==> src/rtl/data_mem_responder_pkg.sv <==
// Shared types and constants for the data memory responder: write-type codes,
// FSM state encoding, default geometry and byte-lane helpers.
package data_mem_responder_pkg;

    localparam int DEFAULT_DEPTH   = 32;
    localparam int DEFAULT_LATENCY = 3;

    typedef enum logic [1:0] {
        WT_WORD = 2'd0,
        WT_HALF = 2'd1,
        WT_BYTE = 2'd2,
        WT_RSVD = 2'd3
    } wr_type_t;

    typedef enum logic [1:0] {
        ST_IDLE       = 2'd0,
        ST_READ_WAIT  = 2'd1,
        ST_WRITE_WAIT = 2'd2,
        ST_DRAIN      = 2'd3
    } state_t;

    // Little-endian byte lanes touched by a store; reserved type touches none.
    function automatic logic [3:0] lane_mask(input wr_type_t t, input logic [1:0] lo);
        logic [3:0] m;
        m = 4'b0000;
        case (t)
            WT_WORD: m = 4'b1111;
            WT_HALF: m = lo[1] ? 4'b1100 : 4'b0011;
            WT_BYTE: m = 4'b0001 << lo;
            default: m = 4'b0000;
        endcase
        return m;
    endfunction

    // Replicate right-aligned store data across lanes so the mask alone selects.
    function automatic logic [31:0] lane_data(input wr_type_t t, input logic [31:0] d);
        logic [31:0] r;
        case (t)
            WT_HALF: r = {2{d[15:0]}};
            WT_BYTE: r = {4{d[7:0]}};
            default: r = d;
        endcase
        return r;
    endfunction

    function automatic logic misaligned(input wr_type_t t, input logic [1:0] lo);
        logic m;
        case (t)
            WT_WORD: m = (lo != 2'b00);
            WT_HALF: m = lo[0];
            default: m = 1'b0;
        endcase
        return m;
    endfunction

endpackage

==> src/rtl/data_mem_array.sv <==
// Word storage with per-byte write enables; zeroed by synchronous reset.
// Combinational read port, write takes effect at the rising edge.
module data_mem_array
    import data_mem_responder_pkg::*;
#(
    parameter int DEPTH = DEFAULT_DEPTH,
    localparam int IDX_W = (DEPTH > 1) ? $clog2(DEPTH) : 1
) (
    input  logic             clock,
    input  logic             reset,
    input  logic [3:0]       wr_en,
    input  logic [IDX_W-1:0] wr_idx,
    input  logic [31:0]      wr_word,
    input  logic [IDX_W-1:0] rd_idx,
    output logic [31:0]      rd_word
);

    logic [31:0] mem [DEPTH];

    always_ff @(posedge clock) begin
        if (!reset) begin
            for (int i = 0; i < DEPTH; i++) begin
                mem[i] <= '0;
            end
        end else begin
            for (int b = 0; b < 4; b++) begin
                if (wr_en[b]) begin
                    mem[wr_idx][8*b +: 8] <= wr_word[8*b +: 8];
                end
            end
        end
    end

    assign rd_word = mem[rd_idx];

endmodule

==> src/rtl/data_mem_responder.sv <==
// Fixed-latency data memory for load unit and ROB commit; one access at a time,
// done pulse LATENCY cycles after acceptance. DATA_MEM_ALIGN_CHECK_EN adds alignErr.
module data_mem_responder
    import data_mem_responder_pkg::*;
#(
    parameter int DEPTH   = DEFAULT_DEPTH,
    parameter int LATENCY = DEFAULT_LATENCY
) (
    input  logic        clock,
    input  logic        reset,
    input  logic        rdReq,
    input  logic [31:0] rdAddr,
    input  logic        wrReq,
    input  logic [31:0] wrAddr,
    input  logic [31:0] wrData,
    input  logic [1:0]  wrType,
    output logic [31:0] rdData,
    output logic        rdDone,
    output logic        wrDone,
`ifdef DATA_MEM_ALIGN_CHECK_EN
    output logic        alignErr,
`endif
    output logic        busy
);

    localparam int IDX_W = (DEPTH > 1) ? $clog2(DEPTH) : 1;
    localparam logic [3:0] CNT_LOAD = 4'(LATENCY - 1);

    state_t      state;
    state_t      state_nxt;
    logic [3:0]  cnt;
    logic [31:0] addr_q;
    logic [31:0] data_q;
    wr_type_t    type_q;
    logic        op_wr_q;
    logic        mis;
    logic        exec;
    logic [3:0]  mem_we;
    logic [IDX_W-1:0] idx;
    logic [31:0] rd_word;

    // Out-of-range word addresses alias back into the array.
    assign idx = IDX_W'({2'b00, addr_q[31:2]} % DEPTH);

`ifdef DATA_MEM_ALIGN_CHECK_EN
    logic align_q;
    assign mis      = misaligned(op_wr_q ? type_q : WT_WORD, addr_q[1:0]);
    assign alignErr = align_q;
`else
    assign mis = 1'b0;
`endif

    always_ff @(posedge clock) begin
        if (!reset) begin
            state <= ST_IDLE;
        end else begin
            state <= state_nxt;
        end
    end

    always_comb begin
        state_nxt = state;
        case (state)
            ST_IDLE: begin
                if (wrReq) begin
                    state_nxt = ST_WRITE_WAIT;
                end else if (rdReq) begin
                    state_nxt = ST_READ_WAIT;
                end
            end
            ST_READ_WAIT, ST_WRITE_WAIT: begin
                if (cnt == '0) begin
                    state_nxt = ST_DRAIN;
                end
            end
            ST_DRAIN: begin
                // Only the completed requester's line releases the FSM.
                if (op_wr_q ? !wrReq : !rdReq) begin
                    state_nxt = ST_IDLE;
                end
            end
            default: state_nxt = ST_IDLE;
        endcase
    end

    always_comb begin
        busy   = (state != ST_IDLE);
        exec   = ((state == ST_READ_WAIT) || (state == ST_WRITE_WAIT)) && (cnt == '0);
        mem_we = 4'b0000;
        if (exec && (state == ST_WRITE_WAIT) && !mis) begin
            mem_we = lane_mask(type_q, addr_q[1:0]);
        end
    end

    always_ff @(posedge clock) begin
        if (!reset) begin
            cnt     <= '0;
            addr_q  <= '0;
            data_q  <= '0;
            type_q  <= WT_WORD;
            op_wr_q <= 1'b0;
            rdData  <= '0;
            rdDone  <= 1'b0;
            wrDone  <= 1'b0;
`ifdef DATA_MEM_ALIGN_CHECK_EN
            align_q <= 1'b0;
`endif
        end else begin
            rdDone <= 1'b0;
            wrDone <= 1'b0;
`ifdef DATA_MEM_ALIGN_CHECK_EN
            align_q <= 1'b0;
`endif
            if (state == ST_IDLE) begin
                if (wrReq) begin
                    addr_q  <= wrAddr;
                    data_q  <= wrData;
                    type_q  <= wr_type_t'(wrType);
                    op_wr_q <= 1'b1;
                    cnt     <= CNT_LOAD;
                end else if (rdReq) begin
                    addr_q  <= rdAddr;
                    op_wr_q <= 1'b0;
                    cnt     <= CNT_LOAD;
                end
            end else if (exec) begin
`ifdef DATA_MEM_ALIGN_CHECK_EN
                align_q <= mis;
`endif
                if (state == ST_WRITE_WAIT) begin
                    wrDone <= 1'b1;
                end else begin
                    rdDone <= 1'b1;
                    rdData <= mis ? 32'h0 : rd_word;
                end
            end else if (state != ST_DRAIN) begin
                cnt <= cnt - 4'd1;
            end
        end
    end

    data_mem_array #(.DEPTH(DEPTH)) u_array (
        .clock   (clock),
        .reset   (reset),
        .wr_en   (mem_we),
        .wr_idx  (idx),
        .wr_word (lane_data(type_q, data_q)),
        .rd_idx  (idx),
        .rd_word (rd_word)
    );

endmodule

==> config.mk <==
export PLATFORM = sky130hd
export DESIGN_NAME = data_mem_responder
export DESIGN_NICKNAME = d
export VERILOG_FILES = /design/src/rtl/data_mem_responder_pkg.sv /design/src/rtl/data_mem_array.sv /design/src/rtl/data_mem_responder.sv
export SDC_FILE = /design/constraint.sdc
export NUM_CORES = 2
export LEC_CHECK = 0
export ABC_AREA = 1
export BUFFER_PORTS_ARGS = -buffer_cell sky130_fd_sc_hd__buf_2
export CORE_AREA = 2 2 379 381
export CTS_CLUSTER_DIAMETER = 60
export CTS_CLUSTER_SIZE = 12
export DETAILED_ROUTE_END_ITERATION = 12
export DIE_AREA = 0 0 381 383
export PLACE_DENSITY = 0.48
export SKIP_LAST_GASP = 1
export SLEW_MARGIN = 30
export SYNTH_ARGS = -nofsm -noshare
export SYNTH_HDL_FRONTEND = slang
export SYNTH_SLANG_ARGS = --single-unit
==> constraint.sdc <==
create_clock -name clock -period 2.45 [get_ports clock]
set_clock_uncertainty 0.05 [all_clocks]
set_input_delay 0.245 -clock clock [delete_from_list [all_inputs] [get_ports clock]]
set_output_delay 0.245 -clock clock [all_outputs]
set_load 0.01 [all_outputs]
==> out/results.ini <==
[outcome]
status=finished with violations
failed_checks=negative setup slack

[clock_network]
clkTransAtPathRegs_ps=60
htree_levels=3
numCtsBuffers=118
cts_buffer_depth=3
clk_latency_ps=740
cts_sinks=1106
tritoncts=done
cts_root_buf=clkbuf_16

[sta]
fin_ws_ps=-47.14
finalMaxSlewViolations=0
fmax_mhz=400.5
worst_pin_slew_ps=707.8
hold_viol=0
period_share=1.019
fin_crit_ps=2497
rsz0062_at_grt=true
setup_viol=22
slew_headroom=0.5281

[grt]
grt_pass1_vias=38350
grt_start_max_net_pins=145
grt_pass1_wl_um=242300
grt_antenna_before_repair=4
track_usage=0.2210
overflow=0

[yosys]
synth_seq_area_share=0.6388
synth_edf_count=1024
avgSynthCellArea_um2=8.673
synth_nets=5958
synthTopCellsByArea=edfxtp_1 (61%), nand2_1 (21%), nor2_1 (9.2%)
ys_ff_latch=1106
netlist_instances=5846
ys_types=28
ys_warn_count=0
yosysTopAreaCell=edfxtp_1
ys_async_sr_fraction=0
netlist_area_um2=50700
synth_top_area_frac=0.6064
synth_flop_cell=edfxtp_1

[floorplan]
fp-row-count=139
initial_utilization=0.3564
fp.coreArea_um2=142300
ios=137
die_area_um2=145900
die_y_um=383
die_w_um=381

[cells_and_area]
areaGrowthSynthToFinish_pct=23.63
drive_gt1_frac=0.1292
fin_util=0.4406
n_antenna_cell=0
final_nets=6359
stdcell_count=8234

[routing]
wl_per_cell_um=19.91
ant_nets=0
viasPerCell=4.786
num_vias=39410
totalWireLength_um=163900
drc=0
drtIter0Drc=3491
dr.pass1.iters=5

[power_and_ir_drop]
swShare=0.3424
power.internal_mw=35.92
power_frac_comb=0.271
pwr-share-clk=0.324
p_per_area_nw_per_um2=871.3
leakagePower_nw=26.36
ir_drop_uv=707.5
power.switching_mw=18.70
seqPwrFrac=0.405

[critical_path]
worstPathArrival_ps=2880
setup.worst_path.class=register to register
cp-start-kind=register
cp-end-kind=register
required_ps=2830
path_max_fanout=8

[placement]
port_buffers=86
dp.cells=7966
hpwl_um=105500
routabilityCongestion=0.8254

[job]
max_cap_violations=0

[hold_path]
hold_path_class=input port to register

-- routing by layer --
metal,vias up,GRT usage,wire [um],part of all wire
li1,19370,-,-,-
met1,18750,0.3039,73030,0.45
met2,1072,0.3605,76220,0.46
met3,217,0.03087,9766,0.060
met4,0,0.07122,4931,0.030
met5,-,0,0,0
-- cell usage in the layout, fill, tap and decap left out, drive strengths merged --
cell / count
o21ai: 48
a22oi: 8
and2: 2
inv: 105
buf: 561
nand3: 106
a31oi: 7
o21a: 2
nand2: 2818
nor3: 9
nor4: 1
bufinv: 8
clkinv: 25
clkbuf: 165
o31ai: 1
dfxtp: 82
edfxtp: 1024
xor2: 1
dlygate4sd3: 53
o211ai: 1
ha: 10
nor2: 1239
a21oi: 46
xnor2: 1
nand4: 2
clkinvlp: 6
-- worst paths after layout --
kind	slack (ps)	startpoint	to	cells after the start
min reg2reg	430	op_wr_q	op_wr_q	2
max	-50	addr_q[4]	u_array.mem[5][20]	9
max reg2reg	-50	addr_q[4]	u_array.mem[5][20]	9
min	240	wrData[10]	data_q[10]	4
-- synth_stat cells, types with 2 or more instances --
cell type,instances
ha_1,10
a31oi_1,7
o21ai_0,48
and2_1,2
nand3_1,106
nor3_2,6
buf_2,37
nor3_1,3
nand4_1,2
dfxtp_1,82
o21a_1,2
edfxtp_1,1024
nor2_1,1238
nand2_1,2817
buf_1,19
a21oi_1,46
inv_2,10
clkbuf_1,283
inv_1,88
a22oi_1,8
-- cell type report --
cell class              instances  area [um2]
fillers                     14130       79580
flip-flops and latches       1106       32400
multi-input cells            4302       16990
repair buffers                620        6782
clock buffers                 159        3252
well taps                    1903        2381
clock inverters                45       493.0
inverters                      99       386.6
-- cell families after synthesis --
group,after synthesis,share of synthesized area
xor+xnor,2,0.0003455
compound gates,113,0.01192
fa+ha+maj,10,0.002468
flops,1106,0.6388
buf+inv,438,0.03334
simple gates,4177,0.3131
-- state kept, by name (all words and copies together), names as in the netlist --
signal,flops
rdDone,1
cnt,4
op_wr_q,1
state,2
wrDone,1
addr_q,7
data_q,32
u_array.mem,1024
rdData,32
type_q,2
-- power groups by stage --
stage               clock, mW  sequential (mW)  combinational [mW]
global route             18.8             22.2                16.1
finish                   17.7             22.1                14.8
floorplan                   0             22.3                7.43
CTS                      18.0             22.1                14.8
global placement            0             22.5                14.7
detailed placement          0             22.5                14.7
-- worst max-delay path, cell delays in order (launching register included) --
cell     delay (ps)
dfxtp_1         330
buf_4           210
inv_1           170
nor3_4          320
inv_1           190
nor2_2          320
buf_4           250
nand2_1          90
nand2_1         110
buf_12          140
-- stage by stage --
step	area (um2)	power, mW	hold WS, ps	setup slack (ps)	setup TNS [ps]
2_1_floorplan	50700	29.73	355.9	84.31	0
3_3_place_gp	58120	37.16	409.5	-101.5	-4886
3_5_place_dp	58120	37.18	415.9	-126.3	-7774
4_1_cts	62420	54.94	185.6	-34.14	-246.1
5_1_grt	62690	57.13	250.4	-11.55	-360.9
6_report	62690	54.62	241.7	-47.14	-495.2
-- timing repair --
action                     in CTS  in global routing
hold buffers                   53                  0
hold endpoints to repair       46                  0
setup endpoints to repair     235               1302
gates resized for setup         4                 35
setup buffers                   2                  2
gates cloned                    0                  6
pin swaps                       1                  1
Power figures use the tool's default switching activity.
